--- src/rtl/sdram_pkg.sv ---
// Shared definitions for the SDRAM-side frame buffer blocks.
//   wr_state_t      : writer FSM states
//   SOF_BIT         : start-of-frame flag position in a Sobel FIFO word
//   DEF_FRAME_WORDS : default pixels per frame (640x480)
//   DEF_BURST_LEN   : default words per SDRAM burst
package sdram_pkg;

    typedef enum logic [1:0] {
        IDLE,
        PRIME,
        REQ,
        BURST
    } wr_state_t;

    localparam int SOF_BIT         = 16;
    localparam int DEF_FRAME_WORDS = 307200;
    localparam int DEF_BURST_LEN   = 256;

endpackage

--- src/rtl/frame_addr_gen.sv ---
// Frame-buffer offset tracker for the Sobel SDRAM writer.
// Ports:
//   clk, rst     : clock, async active-high reset
//   prime        : word 0 of a new burst is on the FIFO output this cycle
//   sof          : start-of-frame flag of the word on the FIFO output
//   advance      : last word of the current burst is being taken
//   realign_req  : start-of-frame seen mid-burst; next burst restarts the frame
//   burst_addr   : start address of the burst being requested
//   frame_done   : one-cycle pulse after the final burst of a frame
module frame_addr_gen
    import sdram_pkg::*;
#(
    parameter int BURST_LEN   = DEF_BURST_LEN,
    parameter int FRAME_WORDS = DEF_FRAME_WORDS,
    parameter int ADDR_WIDTH  = 24,
    parameter int FRAME_BASE  = 0
) (
    input  logic                  clk,
    input  logic                  rst,
    input  logic                  prime,
    input  logic                  sof,
    input  logic                  advance,
    input  logic                  realign_req,
    output logic [ADDR_WIDTH-1:0] burst_addr,
    output logic                  frame_done
);

    localparam logic [ADDR_WIDTH-1:0] FW_A   = ADDR_WIDTH'(FRAME_WORDS);
    localparam logic [ADDR_WIDTH-1:0] BL_A   = ADDR_WIDTH'(BURST_LEN);
    localparam logic [ADDR_WIDTH-1:0] BASE_A = ADDR_WIDTH'(FRAME_BASE);

    logic [ADDR_WIDTH-1:0] offset;
    logic [ADDR_WIDTH-1:0] offset_adv;
    logic                  realign;
    logic                  wrap;

    // The end-of-frame wrap is deferred to the next burst start so that
    // a frame-aligned SOF and a plain wrap take the same path.
    assign wrap       = sof | realign | (offset == FW_A);
    assign offset_adv = offset + BL_A;

    always_ff @(posedge clk or posedge rst) begin
        if (rst) begin
            offset     <= '0;
            realign    <= 1'b0;
            burst_addr <= BASE_A;
            frame_done <= 1'b0;
        end else begin
            frame_done <= 1'b0;
            if (prime) begin
                offset     <= wrap ? '0 : offset;
                burst_addr <= BASE_A + (wrap ? '0 : offset);
                realign    <= 1'b0;
            end
            if (advance) begin
                offset     <= offset_adv;
                frame_done <= (offset_adv == FW_A);
            end
            // prime and realign_req are never active together (PRIME vs BURST)
            if (realign_req)
                realign <= 1'b1;
        end
    end

endmodule

--- src/rtl/sobel_fifo_sdram_writer.sv ---
// Drains the Sobel output FIFO into the SDRAM frame buffer as fixed-length
// write bursts.
// Ports:
//   clk, rst      : SDRAM-domain clock (also FIFO read clock), async active-high reset
//   enable        : allows new bursts to start
//   data_count_r  : FIFO read-side occupancy
//   fifo_dout     : FIFO word {sof, pixel[15:0]}, valid the cycle after a pop
//   rd_fifo       : FIFO pop strobe
//   wr_req/wr_ack : burst request / one-cycle grant
//   wr_addr       : burst start word address
//   wr_take       : controller consumes wr_data this cycle
//   wr_data       : pixel currently on the FIFO output
//   busy          : FSM not idle
//   frame_done    : pulse after the last word of a frame
//   sync_err      : pulse after a start-of-frame flag found mid-burst
module sobel_fifo_sdram_writer
    import sdram_pkg::*;
#(
    parameter int BURST_LEN   = DEF_BURST_LEN,
    parameter int FRAME_WORDS = DEF_FRAME_WORDS,
    parameter int ADDR_WIDTH  = 24,
    parameter int FRAME_BASE  = 0
) (
    input  logic                  clk,
    input  logic                  rst,
    input  logic                  enable,
    input  logic [9:0]            data_count_r,
    input  logic [16:0]           fifo_dout,
    output logic                  rd_fifo,
    output logic                  wr_req,
    input  logic                  wr_ack,
    output logic [ADDR_WIDTH-1:0] wr_addr,
    input  logic                  wr_take,
    output logic [15:0]           wr_data,
    output logic                  busy,
    output logic                  frame_done,
    output logic                  sync_err
);

    localparam int                CNT_W  = (BURST_LEN > 1) ? $clog2(BURST_LEN) : 1;
    localparam logic [CNT_W-1:0]  LAST   = CNT_W'(BURST_LEN - 1);
    localparam logic [10:0]       BL_CNT = 11'(BURST_LEN);

    wr_state_t        state, state_nxt;
    logic [CNT_W-1:0] word_cnt;
    logic             start;
    logic             last_take;
    logic             mid_sof;

    assign start   = enable && ({1'b0, data_count_r} >= BL_CNT);
    assign wr_req  = (state == REQ);
    assign busy    = (state != IDLE);
    assign wr_data = fifo_dout[15:0];

    always_ff @(posedge clk or posedge rst) begin
        if (rst) begin
            state    <= IDLE;
            word_cnt <= '0;
            sync_err <= 1'b0;
        end else begin
            state    <= state_nxt;
            sync_err <= mid_sof;
            if (state == REQ && wr_ack)
                word_cnt <= '0;
            else if (state == BURST && wr_take)
                word_cnt <= word_cnt + CNT_W'(1);
        end
    end

    always_comb begin
        state_nxt = state;
        rd_fifo   = 1'b0;
        last_take = 1'b0;
        mid_sof   = 1'b0;
        case (state)
            IDLE: begin
                // rst gate keeps the first pop quiet while reset is held
                if (start && !rst) begin
                    rd_fifo   = 1'b1;
                    state_nxt = PRIME;
                end
            end
            PRIME: state_nxt = REQ;
            REQ: begin
                if (wr_ack)
                    state_nxt = BURST;
            end
            BURST: begin
                if (wr_take) begin
                    mid_sof = fifo_dout[SOF_BIT] && (word_cnt != '0);
                    if (word_cnt == LAST) begin
                        // word 0 was popped in IDLE, so the last take needs no pop
                        last_take = 1'b1;
                        state_nxt = IDLE;
                    end else begin
                        rd_fifo = 1'b1;
                    end
                end
            end
            default: state_nxt = IDLE;
        endcase
    end

    frame_addr_gen #(
        .BURST_LEN   (BURST_LEN),
        .FRAME_WORDS (FRAME_WORDS),
        .ADDR_WIDTH  (ADDR_WIDTH),
        .FRAME_BASE  (FRAME_BASE)
    ) u_addr (
        .clk         (clk),
        .rst         (rst),
        .prime       (state == PRIME),
        .sof         (fifo_dout[SOF_BIT]),
        .advance     (last_take),
        .realign_req (mid_sof),
        .burst_addr  (wr_addr),
        .frame_done  (frame_done)
    );

endmodule

--- config.mk ---
export PLATFORM = sky130hd
export DESIGN_NAME = sobel_fifo_sdram_writer
export DESIGN_NICKNAME = d
export VERILOG_FILES = /design/src/rtl/sdram_pkg.sv /design/src/rtl/frame_addr_gen.sv /design/src/rtl/sobel_fifo_sdram_writer.sv
export SDC_FILE = /design/constraint.sdc
export NUM_CORES = 1
export LEC_CHECK = 0
export CAP_MARGIN = 30
export CELL_PAD_IN_SITES_DETAIL_PLACEMENT = 0
export CELL_PAD_IN_SITES_GLOBAL_PLACEMENT = 1
export CORE_AREA = 2 2 101 103
export DETAILED_ROUTE_END_ITERATION = 12
export DIE_AREA = 0 0 103 105
export PLACE_DENSITY_LB_ADDON = 0.1
export SLEW_MARGIN = 30
export SYNTH_ARGS = -nofsm -noshare
export SYNTH_HDL_FRONTEND = slang
export SYNTH_SLANG_ARGS = --single-unit
--- constraint.sdc ---
create_clock -name clk -period 4 [get_ports clk]
set_input_delay 1 -clock clk [delete_from_list [all_inputs] [get_ports clk]]
set_output_delay 1 -clock clk [all_outputs]
set_load 0.01 [all_outputs]
Yosys cells after proc, flatten, opt, wreduce, memory -nomap -nowiden
Index checks and enable logic that the tools add are counted.
Widths: inputs -> output; s select.
{ "totals": {"ff_bits": 61, "latch_bits": 0, "ramBits": 0, "mem_bits_ro": 0, "inputBits": 32, "out_inout_bits": 45, "wordCells": 57, "mem_count": 0} }
{ "op_classes": {"addsub": 2, "mul": 0, "n_div": 0, "magnitude_cmp": 1, "eq_ne": 10, "shifts": 0, "mux": 22, "n_bitwise": 2, "n_reduce_logical": 13} }
{ "ops": {"columns": ["cell", "n"], "rows": [
  ["$mux 24", 3],
  ["$eq 24x19->1 const B", 2],
  ["$add 24x9->24 const B", 1],
  ["$mux 8", 2],
  ["$mux 1", 11],
  ["$ge 10x9->1 const B", 1],
  ["$add 8x1->8 const B", 1],
  ["$eq 8x8->1 const B", 1],
  ["$mux 2", 4],
  ["$pmux 2 s4", 1],
  ["$reduce_bool 2->1", 4],
  ["$reduce_bool 8->1", 1],
  ["$logic_and 1x1->1", 5],
  ["$eq 2x2->1 const B", 2],
  ["$ne 2x1->1 const B", 2],
  ["$ne 2x2->1 const B", 2],
  ["$reduce_and 4->1", 1],
  ["$eq 2x1->1 const B", 1],
  ["$logic_not 2->1", 1],
  ["$or 1x1->1", 2],
  ["$pmux 1 s2", 1],
  ["$logic_not 1->1", 1]
]} }

Logic depth before layout (Yosys ltp)
Gate-level depths: netlist of run 1.
{ "depth": {"word_depth": 5, "depth_mapped": 8} }

By module
From an unflattened synthesis of run 1, not the netlist that was laid out.
{ "hier_totals": {"cells_unflattened": 322, "hier_area_um2": 3170.5} }
{ "by_module_without_submodules": {"columns": ["module", "n_inst", "cells_per_inst", "area_per_inst_um2"], "rows": [
  ["frame_addr_gen", 1, 231, 2383.5],
  ["sobel_fifo_sdram_writer", 1, 91, 787.0]
]} }

Worst setup path before layout of run 1
OpenSTA, ideal clock, no wires.
{ "synth_path": {"path_kind": "input to output", "startpoint": "input port rst", "endpoint": "output port rd_fifo", "arrival_time_ns": 3.101, "required_ns": 3.000, "path_slack_ns": -0.101, "path_stages": 4, "cell_sequence": "inv_1 o211ai_1 or2_2 a21oi_1"} }
{ "synth_between": {"elab_chain_len": 4} }
{ "synth_rtl": {"columns": ["item", "line", "text"], "rows": [
  ["from (decl)", "sobel_fifo_sdram_writer.sv:25", "input logic rst,"],
  ["$logic_not 1->1 (no line)", null, null],
  ["$logic_and 1x1->1", "sobel_fifo_sdram_writer.sv:78", "if (start && !rst) begin"],
  ["$mux 1", "sobel_fifo_sdram_writer.sv:78", null],
  ["$pmux 1 s2", "sobel_fifo_sdram_writer.sv:75", "case (state)"],
  ["to (decl)", "sobel_fifo_sdram_writer.sv:29", "output logic rd_fifo,"]
]} }
No other way between the ends.

Worst setup path after layout of run 1
Same ends and word-level chain as after synthesis.

==> results of run 1 <==
==> path summary, 6_finish.rpt <==
kind,from,endpoint,cells past startpoint
max,rst,rd_fifo,6
min,u_addr.realign,u_addr.realign,1
max reg2reg,u_addr.offset[8],u_addr.offset[14],7
min reg2reg,u_addr.realign,u_addr.realign,1
max in group asynchronous,rst,word_cnt[6],3
min in group asynchronous,rst,u_addr.burst_addr[14],3
==> worst max-delay path: cells and delay by family <==
kind	cells	cell delay [ns]
AND/OR/NAND/NOR	1	0.28
buffers and inverters	3	1.16
AO/OA/AOI/OAI	2	0.27
==> sequential cells by signal (all words and copies together) (netlist names) <==
signal             cells
u_addr.burst_addr     24
state                  2
word_cnt               8
u_addr.offset         24
u_addr.realign         1
sync_err               1
u_addr.frame_done      1
==> stage by stage <==
step	setup WS, ns	cells	hold slack [ns]	utilization, %	cell area (sq um)
detailed placement	0.208	464	0.469	37.1	3580
floorplan	0.599	328	0.454	-	3240
CTS	0.183	480	0.486	39.6	3820
global route	0.114	480	0.504	39.6	3820
finish	0.274	480	0.483	39.6	3820
global placement	0.185	464	0.464	37.1	3580
==> report_power, final <==
group	switching, uW	internal (uW)
clock network	240	431
registers	59.5	665
logic	287	183
total	587	1280
==> layer usage <==
metal	global-route usage [%]	wire length, um	up-vias
met2	24.7	3790	41
met4	4.70	46	0
met5	0	0	-
li1	-	-	1177
met1	21.1	3640	1198
met3	4.48	245	2
==> layout make-up <==
class / instances / area share (%)
flip-flops and latches: 61 / 40.0
multi-input cells: 214 / 37.2
repair buffers: 43 / 10.8
well taps: 133 / 4.36
clock buffers: 12 / 3.80
clock inverters: 4 / 2.49
inverters: 13 / 1.38
==> cell usage in the layout, fill, tap and decap left out, types with 8 or more instances in the layout <==
master           synthesis  routed
o2bb2ai_1               25      25
nor2_1                  15      15
clkbuf_8                 0      10
a21oi_1                  8       8
nand4_1                 12      12
o21ai_0                  9       9
dfrtp_1                 61      61
clkdlybuf4s50_1          0      36
nand2_1                 38      38
inv_1                   12      11
nand3_1                 11      11
and2_1                  12      12
ha_1                     9       9
==> logic make-up (layout without fill, tap and decap cells) <==
logic type | count (synthesis) | in the layout | share of synthesized area (%)
flip-flops | 61 | 61 | 47.1
buffers and inverters | 53 | 72 | 9.08
XOR/XNOR | 12 | 12 | 3.24
adder cells (fa/ha/maj) | 9 | 9 | 3.48
AO/OA/AOI/OAI | 70 | 70 | 16.3
multiplexers | 4 | 4 | 1.27
AND/OR/NAND/NOR | 119 | 119 | 19.5
==> summary by stage, run 1 <==
Critical path
The largest fanout of any net on the critical path is 2. In this design, the stage delay of the slowest critical-path cell is between 0.5 and 0.6 ns. For this design, the slowest cell found on the critical path is clkdlybuf4s50_1. For flop-to-flop paths, the worst setup slack is 1.50 ns. The cell with the most instances on the worst path is clkdlybuf4s50_1. Walking the worst path, the cells encountered are clkdlybuf4s50_1 > clkinvlp_4 > o211ai_1 > or2_2 > a21oi_1 > clkdlybuf4s50_1.

The worst setup path is launched from an input pin. STA puts the critical path data arrival time at around 2.7 ns. The data required time of the critical path is roughly 3 ns.

The type of the setup path with the least slack is in2out. The critical path capture point type is an output port.

Synth
Sorting the synthesized cells by how often they occur yields dfrtp_1, nand2_1, o2bb2ai_1, buf_4, nor2_1. The leading register cell type out of synthesis is dfrtp_1. Yosys attributes the largest share of cell area to dfrtp_1, o2bb2ai_1, nand2_1. Synthesis produced a netlist with a net count of 369.

The average instance in the mapped netlist occupies 9.88 sq um. The share of the Yosys chip area taken by registers is 47.1%. In the synthesized netlist, the number of instances is 328. The area of the mapped netlist is approximately 0.0032 sq mm. In this run, synthesis produced a sequential element count of just over 60. The leading area contributor after synthesis is dfrtp_1. The count of warnings emitted by yosys is 0. The proportion of synthesized flip-flops having asynchronous set or reset is 100%. The share of synthesized area in the top cell type comes to 47.1%.

dfrtp_1 is the most common cell in the netlist. The count of flip-flops with a built-in enable after synthesis is 0. The post-synthesis cell type count is 52.

Die
The effective utilization at floorplan is 33.6%. In this run the core area contains 36 standard-cell rows. The full die area is 0.0108 sq mm. The floorplan step set the die height to 105 um. The die is ~100 um wide. The I/O pin total is a little under 80. After floorplanning, the core was sized to cover ~0.0096 sq mm.

Route
Dividing the detail-routed wire length by the instance count gives 16.1 um. The via count is 2418. In the routed design, unresolved DRC markers number 0.

The detailed-route vias per instance is 5.04. The detail route stage leaves a number of antenna-violating nets equal to 0. After detailed routing, the total wire length is 7.72 mm. The DRC violation total after the first TritonRoute iteration is between 90 and 100. Before antenna repair, the detailed router went through 4 iterations.

Clocking
After clock tree synthesis, the clock-pin slew on the worst setup and hold paths is 0.07 ns. In this run the number of H-tree levels came out at 3. The clock reaches the later pin of the worst-skew pair after 0.34 ns. TritonCTS built the clock tree. The count of buffers added by post-CTS timing repair for setup is 0.

The number of buffers inserted by hold repair at cts is 0. In this run, post-CTS repair resized a total of 0 instances. The number of clock sinks is 61.

The CTS buffer count is 9. The maximum number of buffers from clock root to sink is 2. The clock tree root driver cell is clkbuf_8.

STA
Setup repair after global routing left no endpoint under its margin. At the pin with the least slew margin, the transition time is 0.796 ns. The count of final setup violators is 0. The routed design could run at a clock period as short as 3.73 ns. The remaining max-slew budget at the tightest pin is between 40% and 50%.

The largest clock skew in the final design is around 0.0096 ns. The part of the cycle the worst path needs is approximately 93%. The max-slew violation total from the final report came to 0. The final number of hold-violating endpoints is 0. In the final timing run, aggregate negative setup slack is 0 ns. The maximum achievable frequency is between 0.2 and 0.3 GHz.

Layout
After the last flow step, the layout net total stands at ~380. In the final layout, the multi-input gates occupy 0.00142 sq mm. The total inserted antenna cells is 0. The fill cell total of the finished layout is 1007. The fraction of layout cells with a size suffix above 1 is 8.93%. Summing all flip-flop and latch instances after layout gives 0.00153 sq mm. From synthesis to final layout, the design area changed by 17.8%.

GRT
Entering global routing, the biggest net connects 62 pins. The total grt overflow is 0. The overall track demand over capacity in global routing is 15.8%.

The number of antenna violations at the first check in global routing is 0. The global-route wire length before repair is 13.2 mm. The number of global-route vias before repair came to about 2500.

Worst hold path
The path category of the worst min-delay check is reg2reg.

Power
The analysis attributes to cell leakage a power of 0.00153 uW. The total design power is 1860 uW. The power per standard cell area is 489 mW/mm^2.

VDD sags by at most roughly 0.00021 V.

Status
The flow ran to the end, and the final reports show no timing, DRC or antenna violations.

Placement
The quantity of I/O buffers inserted on ports is 36. Once detailed placement completed, the half-perimeter wirelength came to 5.27 mm. At the end of routability-driven placement, the weighted congestion stood at 0.782.

Flow run
The number of maximum-capacitance constraint violations is 0.
(Power assumes the default switching activity.)
==> inputs of run 2 (changes only) <==
--- a/config.mk
+++ b/config.mk
@@ -8,11 +8,12 @@
 export CAP_MARGIN = 30
 export CELL_PAD_IN_SITES_DETAIL_PLACEMENT = 0
 export CELL_PAD_IN_SITES_GLOBAL_PLACEMENT = 1
-export CORE_AREA = 2 2 101 103
+export CORE_AREA = 2 2 117 119
 export DETAILED_ROUTE_END_ITERATION = 12
-export DIE_AREA = 0 0 103 105
+export DIE_AREA = 0 0 119 121
 export PLACE_DENSITY_LB_ADDON = 0.1
 export SLEW_MARGIN = 30
 export SYNTH_ARGS = -nofsm -noshare
 export SYNTH_HDL_FRONTEND = slang
 export SYNTH_SLANG_ARGS = --single-unit
+export TNS_END_PERCENT = 20
==> run 2 against run 1 <==
Fmax increased by 1.1%. Clock skew rose by 0.0025 ns. Core utilization decreased by 9.6 points. Sequential share of layout area shrank 1.1 points. Critical endpoint unchanged. Highest routed layer unchanged.
==> summary by stage, run 2 (synthesized netlist as in run 1, its figures left out) <==
Critical path
Broken down by cell family, the worst path's largest delay share belongs to buffers and inverters. The master of the slowest instance on the critical path is clkdlybuf4s50_1. The data required time of the critical path is 3.00 ns (about the same). The worst setup path is launched from an input pin.

The critical path capture point type is an output port. The data arrival time of the critical path is 2.69 ns (-0.04 ns). Tracing the worst setup path back leads to its startpoint at rst. The type of the setup path with the least slack is in2out. The number of cells on the worst reg-to-reg path is 7 (unchanged).

The maximum single-stage delay on the critical path is 0.56 ns (about the same). The terminus of the critical flop-to-flop path is u_addr.offset[14]. The largest fanout of any net on the critical path was 2 (unchanged). The source of the worst register-to-register timing path is u_addr.offset[8]. The endpoint of the most critical setup path is rd_fifo. The buffers plus inverters on the worst setup path is 3 (unchanged). The critical path depth in cells came to 6 (unchanged). The setup slack on the worst flop-to-flop path was 1.56 ns (+0.06 ns).

The cell with the most instances on the worst path is clkdlybuf4s50_1. The signal on the critical path passes through clkdlybuf4s50_1 > clkinvlp_4 > o211ai_1 > or2_2 > a21oi_1 > clkdlybuf4s50_1.

Clocking
The number of cells upsized or downsized after cts came to 0 (unchanged). The count of buffers added by post-CTS timing repair for setup came to 0 (unchanged). The number of clock sinks is 61 (unchanged). The clock transition at the registers of the reported paths is 0.06 ns (about the same). TritonCTS built the clock tree. The clock latency reported for the late side of the worst-skew pair is 0.33 ns (about the same). The maximum number of buffers from clock root to sink is 2 (unchanged). The CTS buffer count was 9 (unchanged). The clock tree root driver cell is clkbuf_16. The number of buffers inserted by hold repair at cts is 0 (unchanged). The maximum level of the CTS H-tree is 3 (unchanged).

Placement
The placed cell area is 0.00363 sq mm (+1.5%). The quantity of I/O buffers inserted on ports came to 36 (unchanged). The placer congestion estimate is 0.778 (-0.54%).

The final HPWL from detailed placement came to 5.64 mm (+6.9%).

Power
The leakage power was 0.00155 uW (+1.5%). The power per standard cell area came to 505 mW/mm^2 (+3.3%). The maximum vdd ir drop is 0.000199 V (-7.4%).

STA
The maximum achievable frequency was 0.271 GHz (+1.1%). The max-slew violation total from the final report came to 0 (unchanged). The setup TNS is 0 ns (unchanged). The actual slew at the worst max-slew pin is 0.824 ns (+0.0282 ns).

The minimum clock period after layout is 3.69 ns (-0.0394 ns). The remaining max-slew budget at the tightest pin is 45.0% (-1.4 points). The largest clock skew in the final design is 0.0121 ns (+0.00246 ns).

Setup repair after global routing left no endpoint under its margin. The part of the cycle the worst path needs was 92.2% (-0.98 points). The final number of hold-violating endpoints was 0 (unchanged). The count of final setup violators is 0 (unchanged).

Die
The number of core rows is 42 (+17%). The core region area was 0.0131 sq mm (+36%). The full die area was 0.0144 sq mm (+33%).

The I/O pin total is 77 (unchanged). The effective utilization at floorplan is 24.8% (-8.8 points). The floorplan die height is 121 um (+15%). The chip width is 119 um (+16%).

GRT
The total grt overflow is 0 (unchanged). The largest net degree at the start of global routing is 62 (unchanged). The overall track demand over capacity in global routing is 12.6% (-3.2 points). The number of antenna violations at the first check in global routing is 0 (unchanged). The number of global-route vias before repair is 2497 (+0.080%). The global-route wire length before repair is 13.7 mm (+3.8%).

Worst hold path
The path category of the worst min-delay check is reg2reg.

Route
The sum of met2 wire segment lengths after detailed routing is 3.97 mm (+4.7%). The via count is 2432 (+0.58%). The met1 wire length was 3.94 mm (+8.2%).

The mean routed wirelength per cell is 15.9 um (-1.3%). The remaining design rule violation count came to 0 (unchanged). The length of the first detailed-routing pass in iterations is 4 (unchanged). The final wirelength is 8.28 mm (+7.3%).

The highest routing layer actually used is met4. The detailed-route vias per instance is 4.66 (-7.5%). The remaining number of nets flagged by the antenna check after routing came to 0 (unchanged). The DRC violation total after the first TritonRoute iteration is 94 (-4.1%).

The met3 wire length was 254 um (+3.7%).

Layout
The fill cell total of the finished layout is 1370 (+36%). The final core utilization is 30.0% (-9.6 points). The fraction of layout cells with a size suffix above 1 was 8.38% (-0.55 points). The area growth from synthesis to layout is 21.2%.

The final design area excluding fillers is 0.00393 sq mm (+2.8%). The library cells used most frequently in the layout, excluding fill and tap cells, are dfrtp_1, nand2_1, clkdlybuf4s50_1. The number of nets in the final layout is 383 (unchanged).

The footprint of the flip-flops and latches is 0.00153 sq mm (unchanged). The multi-input logic area is 0.00142 sq mm (unchanged). The library cell used most frequently in the layout, excluding fill and tap cells, is dfrtp_1. The total inserted antenna cells is 0 (unchanged). The largest registers in the layout are u_addr.burst_addr (24), u_addr.offset (24), word_cnt (8).

Status
The run finished with clean final reports.

Flow run
The number of maximum-capacitance constraint violations is 0 (unchanged).
run 2: worst reg2reg max path: cells and delay by family, from the launching register on:
| kind | cells | cell delay [ns] |
|---|---|---|
| AOI/OAI and AO/OA | 3 | 1.21 |
| and+or+nand+nor | 2 | 0.40 |
| adders and majority gates | 1 | 0.16 |
| DFF | 1 | 0.46 |
| buffers and inverters | 1 | 0.09 |
run 2: area by class of cell:
cell class / instances / area share (%)
repair buffers: 43 / 10.5
clock inverters: 1 / 0.765
flip-flops and latches: 61 / 38.9
multi-input cells: 214 / 36.1
clock buffers: 14 / 6.73
well taps: 176 / 5.61
inverters: 13 / 1.34
run 2: layer usage:
metal,track usage (%),vias up
met3,4.18,11
met5,0,-
li1,-,1181
met2,19.7,37
met1,16.2,1203
met4,4.61,0
run 2: report_power, final:
group	total (uW)	leakage, uW	internal [uW]	switching (uW)
Clock	784	0.000143	513	271
Combinational	471	0.000565	184	287
Sequential	726	0.000843	666	59.7
run 2: per-stage QoR:
| stage | setup WS [ns] | power (uW) | instances | hold WS [ns] |
|---|---|---|---|---|
| after floorplan | 0.599 | 1060 | 328 | 0.454 |
| after global placement | 0.268 | 1220 | 507 | 0.463 |
| after detailed placement | 0.276 | 1220 | 507 | 0.470 |
| after CTS | 0.261 | 2030 | 522 | 0.483 |
| after global routing | 0.187 | 2110 | 522 | 0.493 |
| final | 0.313 | 1980 | 522 | 0.480 |
run 2: worst min path at each step:
stage | slack [ns] | startpoint | to | cells after the start
after global placement | 0.46 | u_addr.realign | u_addr.realign | 1
after floorplan | 0.45 | u_addr.realign | u_addr.realign | 1
after detailed placement | 0.47 | u_addr.realign | u_addr.realign | 1
after CTS | 0.48 | u_addr.realign | u_addr.realign | 1
after global routing | 0.49 | u_addr.realign | u_addr.realign | 1
final | 0.48 | u_addr.realign | u_addr.realign | 1
